==> config.mk <==
export PLATFORM = sky130hd
export DESIGN_NAME = jtframe_romrq_2way
export DESIGN_NICKNAME = d
export VERILOG_FILES = /design/src/rtl/jtframe_romrq_2way.sv
export SDC_FILE = /design/constraint.sdc
export NUM_CORES = 1
export LEC_CHECK = 0
export BUFFER_PORTS_ARGS = -buffer_cell sky130_fd_sc_hd__buf_2
export CAP_MARGIN = 0
export CORE_MARGIN = 2
export CORE_UTILIZATION = 40
export DETAILED_ROUTE_END_ITERATION = 12
export MAX_ROUTING_LAYER = met4
export PLACE_DENSITY_LB_ADDON = 0.08
export SETUP_SLACK_MARGIN = 0.05
export SYNTH_ARGS = -nofsm -noshare
export SYNTH_HDL_FRONTEND = slang
export SYNTH_SLANG_ARGS = --single-unit
==> constraint.sdc <==
create_clock -name clk -period 2.5 [get_ports clk]
set_clock_uncertainty 0.1 [all_clocks]
set_input_delay 0.5 -clock clk [delete_from_list [all_inputs] [get_ports clk]]
set_output_delay 0.5 -clock clk [all_outputs]
set_load 0.005 [all_outputs]
==> src/rtl/jtframe_romrq_2way.sv <==
// jtframe_romrq_2way: CPU ROM responder backed by a two-entry 16-bit word cache over one SDRAM slot.
//   clk, rstn         : clock, asynchronous active-low reset
//   clr               : synchronous cache invalidate
//   addr, addr_ok     : CPU byte address and request strobe
//   dout, data_ok     : selected byte and its valid flag (zero latency on hit)
//   sdram_addr/req    : word address and request of the pending fetch
//   sdram_ack/dst/din : request accepted, data strobe, fetched word
module jtframe_romrq_2way #(
    parameter int AW = 15
) (
    input  logic          clk,
    input  logic          rstn,
    input  logic          clr,
    input  logic [AW-1:0] addr,
    input  logic          addr_ok,
    output logic [7:0]    dout,
    output logic          data_ok,
    output logic [AW-2:0] sdram_addr,
    output logic          sdram_req,
    input  logic          sdram_ack,
    input  logic          sdram_dst,
    input  logic [15:0]   sdram_din
);
    typedef enum logic [1:0] {IDLE, WAIT_ACK, WAIT_DATA} state_t;

    state_t             state_q, state_d;
    logic [1:0]         valid_q, valid_d;
    logic [1:0][AW-2:0] tag_q, tag_d;
    logic [1:0][15:0]   data_q, data_d;
    logic               victim_q, victim_d;
    logic               discard_q, discard_d;
    logic               req_q, req_d;
    logic [AW-2:0]      saddr_q, saddr_d;
    logic [1:0]         hit;
    logic [15:0]        sel;
    logic               fill;

    // Entry 0 takes priority on a double hit and also supplies the don't-care byte on a miss.
    always_comb begin
        hit[0]  = valid_q[0] & (tag_q[0] == addr[AW-1:1]);
        hit[1]  = valid_q[1] & (tag_q[1] == addr[AW-1:1]);
        sel     = (!hit[0] && hit[1]) ? data_q[1] : data_q[0];
        dout    = addr[0] ? sel[15:8] : sel[7:0];
        data_ok = addr_ok & (|hit) & ~clr;
    end

    assign sdram_req  = req_q;
    assign sdram_addr = saddr_q;

    always_comb begin
        state_d   = state_q;
        valid_d   = valid_q;
        tag_d     = tag_q;
        data_d    = data_q;
        victim_d  = victim_q;
        discard_d = discard_q;
        req_d     = req_q;
        saddr_d   = saddr_q;
        fill      = 1'b0;
        // A hit on entry k makes the other entry the next victim; hit[0] encodes ~k directly.
        if (data_ok) victim_d = hit[0];
        case (state_q)
            IDLE: begin
                if (addr_ok && hit == 2'b00 && !clr) begin
                    saddr_d = addr[AW-1:1];
                    req_d   = 1'b1;
                    state_d = WAIT_ACK;
                end
            end
            WAIT_ACK: begin
                if (sdram_ack) begin
                    req_d   = 1'b0;
                    state_d = WAIT_DATA;
                    fill    = sdram_dst;
                end
            end
            WAIT_DATA: fill = sdram_dst;
            default: state_d = IDLE;
        endcase
        if (fill) begin
            data_d[victim_q]  = sdram_din;
            tag_d[victim_q]   = saddr_q;
            valid_d[victim_q] = ~discard_q;
            victim_d          = ~victim_q;
            discard_d         = 1'b0;
            state_d           = IDLE;
        end
        // Invalidate overrides any fill this cycle; a fetch still in flight is marked for discard.
        if (clr) begin
            valid_d   = 2'b00;
            discard_d = state_d != IDLE;
        end
    end

    always_ff @(posedge clk or negedge rstn) begin
        if (!rstn) begin
            state_q   <= IDLE;
            valid_q   <= '0;
            tag_q     <= '0;
            data_q    <= '0;
            victim_q  <= 1'b0;
            discard_q <= 1'b0;
            req_q     <= 1'b0;
            saddr_q   <= '0;
        end else begin
            state_q   <= state_d;
            valid_q   <= valid_d;
            tag_q     <= tag_d;
            data_q    <= data_d;
            victim_q  <= victim_d;
            discard_q <= discard_d;
            req_q     <= req_d;
            saddr_q   <= saddr_d;
        end
    end
endmodule

After elaboration in Yosys (flattened, before gate mapping)
Index checks and enable logic that the tools add are counted.

operators by class
  $lt $le $gt $ge = 2
  equality and inequality tests = 6
  muxes and demuxes = 26
  bitwise operators = 7
  reductions and logical operators = 15

operator list
  operator            number
  $bwmux 32           1
  $mux 16             2
  $bwmux 28           1
  $eq 14x14->1        2
  $demux 16 s1        1
  $demux 14 s1        1
  $mux 14             1
  $mux 2              5
  $mux 1              8
  $mux 8              1
  $reduce_bool 2->1   4
  $pmux 2 s3          1
  $and 1x1->1         4
  $logic_and 1x1->1   4
  $logic_not 2->1     2
  $ne 2x2->1 const B  2
  $pmux 1 s2          2
  $not 1->1           3
  $reduce_and 3->1    1
  $bwmux 2            1
  $eq 2x1->1 const B  1
  $eq 2x2->1 const B  1
  $logic_not 1->1     2
  $lt 1x2->1 const B  1
  4 further kinds     4

storage, ports and cells
  flip-flop bits (word level) = 81
  output and inout bits = 24
  logic and storage cells = 66

Logic depth before layout (Yosys ltp)
Gate-level depths: netlist of the first run.

  depth in word-level cells = 10
  depth in mapped cells = 9
  mapped depth without buffers = 7

Worst setup path before layout of the first run
OpenSTA, ideal clock, no wires.

  path type = input -> output
  from = in addr[5]
  to = out dout[0]
  arrival = 1.985 ns
  required time = 1.900 ns
  slack = -0.085 ns
  stages on the path = 6
  path buffers = 1
  path through = xnor2_1 nand4_1 nor4_4 nand2b_1 buf_6 mux4_2

between the ends
  cells in the longest elaborated chain, start to end = 6
  elaborated cells on any way between the ends = 8

ends and longest elaborated chain
  element                line  source
  start: declaration     14    input logic [AW-1:0] addr,
  $eq 14x14->1           40    hit[0] = valid_q[0] & (tag_q[0] == addr[AW-1:1]);
  $and 1x1->1            40
  $logic_not 1->1        42    sel = (!hit[0] && hit[1]) ? data_q[1] : data_q[0];
  $logic_and 1x1->1 (*)  42
  $mux 16 (*)            42
  $mux 8 (*)             43    dout = addr[0] ? sel[15:8] : sel[7:0];
  end: declaration       16    output logic [7:0] dout,

Mark *: on every way between the ends. The rest lies on a longest branch, timed or not.

Worst setup path after layout of the first run
  from = reg tag_q[6] (netlist bit)
  to = out dout[6]

between the ends
  cells in the longest elaborated chain, start to end = 6

ends and longest elaborated chain
  element                   line  source
  start: declaration        28    logic [1:0][AW-2:0] tag_q, tag_d;
  start signal: assignment  108   tag_q <= tag_d;
  $eq 14x14->1              40
  $and 1x1->1               40
  $logic_not 1->1           42
  $logic_and 1x1->1         42
  $mux 16                   42
  $mux 8                    43

No other way between the ends.

==> flow_metrics.py, run 1 <==
metrics = {
    "floorplan": {
        "die_w_um": 101,
        "core_mm2": 0.00920,
        "rows": 35,
        "die_h_um": 101,
        "io_pins": 61,
        "fp.dieArea_mm2": 0.0103,
        "start_util_pct": 41.1,
    },
    "setup_path": {
        "path_delay_family": "simple AND/OR/NAND/NOR gates",
        "cpMaxStageDelayCell": "mux4_2",
        "cp_max_fo": 8,
        "start_kind": "register",
        "cp-end-kind": "primary output",
        "path_cells": "xnor2_2 -> nand3_2 -> nor4_4 -> nand2b_4 -> mux4_2 -> buf_2",
        "max_stage_delay_ps": 540,
        "arrival_ps": 2390,
        "worstSetupPathType": "register to primary output",
        "crit_buf_inv": 1,
        "required_ps": 1900,
    },
    "sta": {
        "tns_ps": -3920,
        "timing.final.crit_share_pct": 120,
        "tightestPinTransition_ps": 439,
        "slew_headroom_pct": 70.8,
        "setup_viol": 9,
        "layout_min_cycle_time_ps": 2990,
        "holdWs_ps": 258,
        "drv_slew": 0,
        "setup_ws_ps": -495,
        "rsz0062_at_grt": "true",
        "final-hold-violation-count": 0,
        "fmax_ghz": 0.334,
    },
    "finish": {
        "final_nets": 397,
        "drive_gt1_share_pct": 59.3,
        "fin_area_mm2": 0.00481,
        "final_cell_count_no_fill": 473,
        "area_growth_syn_to_layout_pct": 27.1,
    },
    "route": {
        "drc_errors": 0,
        "drt-wirelength-per-cell_um": 16.7,
        "drt_pass1_iterations": 4,
        "avgViaCountPerCell": 5.29,
        "drtIter0Drc": 54,
        "final_antenna_net_count": 0,
        "wl_um": 7920,
        "vias": 2502,
    },
    "placed_design": {
        "portBuffers": 60,
        "gp_congestion": 0.798,
        "place_area_mm2": 0.00451,
        "dp.cells": 452,
        "dpl.hpwl_um": 5700,
    },
    "synth": {
        "synth_xor_area_share_pct": 6.48,
        "synthArstFlopShare_pct": 100,
        "yosys_register_bits": 81,
        "synth_compound_area_share_pct": 2.84,
        "synth_edf_count": 0,
        "netlist_instances": 264,
        "synth_nets": 305,
        "synthesis.area_mm2": 0.00378,
        "synth_fa_ha_area_share_pct": 1.32,
        "synth_flop_cell": "dfrtp_1",
        "synth_top_family_by_area": "multiplexers",
        "synthMuxAreaShare_pct": 26.8,
        "syn_avg_cell_area_um2": 14.3,
        "synthSimpleGateAreaFrac_pct": 7.14,
        "yosysWarnings": 0,
        "synth_cell_types": 34,
        "synth_seq_area_share_pct": 53.6,
    },
    "global_routing": {
        "grt_pass1_vias": 2532,
        "grt-ovfl-total": 0,
        "grt_pass1_wl_um": 12900,
        "antenna_found_initial": 1,
        "grt_max_degree": 50,
        "grt_use_total_pct": 17.1,
    },
    "clocking": {
        "cts_buffers": 9,
        "clock_latency_ps": 360,
        "cts_tree": "done",
        "cts.sinks": 81,
        "root_buffer": "clkbuf_8",
        "htreeDepth": 3,
        "ctsLongestPathBuffers": 2,
        "path_clk_slew_ps": 90,
    },
    "run_status": {
        "status": "finished with violations",
        "failed_checks": "negative setup slack",
    },
    "run": {
        "maxCapViolations": 0,
    },
    "power_and_ir_drop": {
        "leakage_nw": 2.16,
        "power_mw": 5.36,
        "vdd_drop_max_mv": 0.426,
        "cellPowerDensity_mw_per_mm2": 1110,
    },
    "min_path": {
        "hp-class": "input pin to register",
    },
}
[cell families after synthesis]
kind of cell             count (synthesis)
flip-flops                              81
AND/OR/NAND/NOR                         41
adder cells (fa/ha/maj)                  4
multiplexers                            82
XOR/XNOR                                28
AO/OA/AOI/OAI                           14
buffers and inverters                   14
[final cells by class]
type	instances	area, um2
Clock buffer	10	138
Tap cell	111	139
Timing Repair Buffer	91	569
Fill cell	805	4390
Sequential cell	81	2030
Clock inverter	6	51.3
Antenna cell	1	2.50
Inverter	4	15.0
Multi-Input combinational cell	169	1870
[what timing repair did]
item / 4_1_cts / 5_1_grt
setup endpoints to repair: 9 / 9
resized for setup: 6 / 6
pin swaps: 7 / 10
hold buffers: 1 / 0
hold endpoints to repair: 32 / 0
buffers inserted: 3 / 2
[cell usage after synthesis (3+ instances only)]
master     n  area (um2)
dfrtp_1   81        2030
mux2_2    73         822
xnor2_1   28         245
nand4_1   12        75.1
mux4_2     8         180
nor2_1     7        26.3
buf_2      5        25.0
ha_1       4        50.1
inv_1      4        15.0
nand3_1    4        20.0
nor4_1     4        25.0
a211oi_1   3        22.5
[worst paths after layout]
check | endpoint | depth (start not counted) | from | slack [ps]
min reg2reg | valid_q[1] | 1 | discard_q | 400
max in group asynchronous | data_q[14] | 3 | rstn | 1170
min | valid_q[1] | 2 | clr | 260
max | dout[6] | 6 | tag_q[6] | -490
min in group asynchronous | tag_q[8] | 2 | rstn | 540
max reg2reg | tag_q[19] | 7 | state_q[1] | 280
[cell usage in the layout (no fill, tap or decap), types with 3 or more instances in the layout]
cell type / instances
nand4_1: 12
a211oi_1: 3
nor4_1: 4
dfrtp_1: 80
nand3_1: 3
mux4_2: 8
nor2_1: 6
buf_4: 29
clkbuf_8: 10
clkinvlp_4: 3
xnor2_2: 16
ha_1: 4
mux2_2: 73
xnor2_1: 10
buf_2: 58
inv_1: 4
[sequential cells by signal (all words and copies together), names as in the netlist]
register,cells
data_q,32
tag_q,28
sdram_addr,14
state_q,2
valid_q,2
discard_q,1
sdram_req,1
victim_q,1
[per-stage QoR]
stage          worst slack, ps  utilization [%]
2_1_floorplan            -56.0                -
5_1_grt                   -619             52.3
6_report                  -495             52.3
3_3_place_gp              -426             49.0
3_5_place_dp              -426             49.0
4_1_cts                   -571             51.7
[layer usage]
layer	vias to the layer above	GRT usage [%]	wire length, um
met2	50	24.7	3710
met3	6	4.21	345
li1	1161	-	-
met4	0	5.93	66
met5	-	-	0
met1	1285	23.7	3790
[where the power goes]
group          internal (mW)  switching, mW  leakage (nW)
combinational           1.32          0.750          1.08
sequential              1.93          0.451         0.994
clock                  0.400          0.512        0.0870
total                   3.65           1.71          2.16
No activity file was read; power rests on OpenSTA's default activity.
==> run 2, diff against run 1 <==
Settings changed: CAP_MARGIN 0 to default, CTS_BUF_LIST from default to sky130_fd_sc_hd__clkbuf_16.
==> flow_metrics.py, run 2 (synthesis results as in run 1) <==
metrics = {
    "run_status": {
        "status": "finished with violations",
        "failed_checks": "negative setup slack",
    },
    "clocking": {
        "clock_latency_ps": 330,
        "htreeDepth": 3,
        "root_buffer": "clkbuf_16",
        "cts_tree": "done",
        "ctsLongestPathBuffers": 2,
        "path_clk_slew_ps": 70,
        "cts.sinks": 81,
        "holdBufCountCts": 0,
        "cts_buffers": 9,
    },
    "route": {
        "wl_um": 7920,
        "drtIter0Drc": 65,
        "avgViaCountPerCell": 5.28,
        "drc_errors": 0,
        "drt-wirelength-per-cell_um": 16.8,
        "vias": 2490,
        "drt_pass1_iterations": 4,
        "final_antenna_net_count": 0,
    },
    "power_and_ir_drop": {
        "power_mw": 5.69,
        "leakage_nw": 2.20,
        "cellPowerDensity_mw_per_mm2": 1160,
        "vdd_drop_max_mv": 0.488,
    },
    "setup_path": {
        "cp_max_fo": 8,
        "required_ps": 1900,
        "cpMaxStageDelayCell": "mux4_2",
        "arrival_ps": 2380,
        "worstSetupPathType": "register to primary output",
        "max_stage_delay_ps": 540,
        "timing.rr.start": "state_q[1]",
        "path_delay_family": "simple AND/OR/NAND/NOR gates",
        "crit_buf_inv": 1,
        "path_cells": "xnor2_4 -> nand4_1 -> nor4_4 -> nand2b_4 -> mux4_2 -> buf_2",
        "rr_endpoint": "tag_q[19]",
        "cp-end-kind": "primary output",
        "reg2reg_depth": 7,
        "reg2reg_slack_ps": 290,
        "start_kind": "register",
    },
    "finish": {
        "final_nets": 396,
        "fin_util_pct": 53.2,
        "largest_reg_flops": 32,
        "final_cell_count_no_fill": 472,
        "final_common_cell": "dfrtp_1",
        "largest_register": "data_q",
        "final_cell_mix": "79 x dfrtp_1, 73 x mux2_2, 58 x buf_2",
        "area_growth_syn_to_layout_pct": 29.3,
        "drive_gt1_share_pct": 59.4,
    },
    "sta": {
        "layout_min_cycle_time_ps": 2980,
        "setup_ws_ps": -481,
        "rsz0062_at_grt": "true",
        "final-hold-violation-count": 0,
        "slew_headroom_pct": 70.6,
        "fmax_ghz": 0.335,
        "timing.final.crit_share_pct": 119,
        "tightestPinTransition_ps": 440,
        "setup_viol": 9,
        "drv_slew": 0,
    },
    "min_path": {
        "hp-class": "input pin to async pin",
    },
    "global_routing": {
        "grt_max_degree": 50,
        "antenna_found_initial": 1,
        "grt_pass1_vias": 2524,
        "grt_use_total_pct": 17.1,
        "grt-ovfl-total": 0,
        "grt_pass1_wl_um": 13000,
    },
    "placed_design": {
        "portBuffers": 60,
        "dp_slack_ps": -426,
        "gp_congestion": 0.798,
        "dpl.hpwl_um": 5700,
        "dp.cells": 452,
    },
    "run": {
        "maxCapViolations": 0,
    },
    "floorplan": {
        "die_h_um": 101,
        "core_mm2": 0.00920,
        "start_util_pct": 41.1,
        "rows": 35,
        "fp.dieArea_mm2": 0.0103,
        "die_w_um": 101,
        "io_pins": 61,
    },
}
run 2: area by class of cell:
cell class              count  area (um2)
clock buffers               9         225
multi-input cells         169        1870
clock inverters             7        55.1
fillers                   785        4300
well taps                 111         139
repair buffers             90         559
flip-flops and latches     81        2030
diodes                      1        2.50
inverters                   4        15.0
run 2: layer usage:
| metal | routed length [um] | track usage [%] | vias up | share of wire (%) |
|---|---|---|---|---|
| li1 | - | - | 1166 | - |
| met1 | 3870 | 23.9 | 1266 | 49 |
| met2 | 3670 | 24.7 | 51 | 46 |
| met3 | 317 | 3.45 | 7 | 4.0 |
| met4 | 66 | 6.55 | 0 | 0.83 |
| met5 | 0 | - | - | 0 |
run 2: worst max-delay path by stage:
stage | start | depth (start not counted) | slack [ps] | end
detailed placement | addr[2] | 7 | -430 | dout[6]
CTS | tag_q[8] | 6 | -540 | dout[6]
floorplan | addr[1] | 6 | -60 | dout[0]
global placement | addr[2] | 7 | -430 | dout[6]
finish | tag_q[7] | 6 | -480 | dout[6]
global route | tag_q[6] | 6 | -600 | dout[6]
run 2: per-stage QoR:
step	area, um2	TNS, ps	hold WS (ps)
floorplan	3880	-448	104
global placement	4510	-3320	376
detailed placement	4510	-3370	379
CTS	4830	-4300	22.3
global route	4890	-4820	36.9
finish	4890	-3780	9.28
run 2: repair_timing:
item	in CTS	in global routing
setup endpoints to repair	9	9
setup buffers	3	2
pin swaps	6	10
resized for setup	6	7
run 2: power breakdown:
group | internal [mW] | leakage, nW | switching, mW
clock | 0.681 | 0.128 | 0.552
combinational | 1.32 | 1.08 | 0.748
sequential | 1.94 | 0.992 | 0.451
total | 3.94 | 2.20 | 1.75
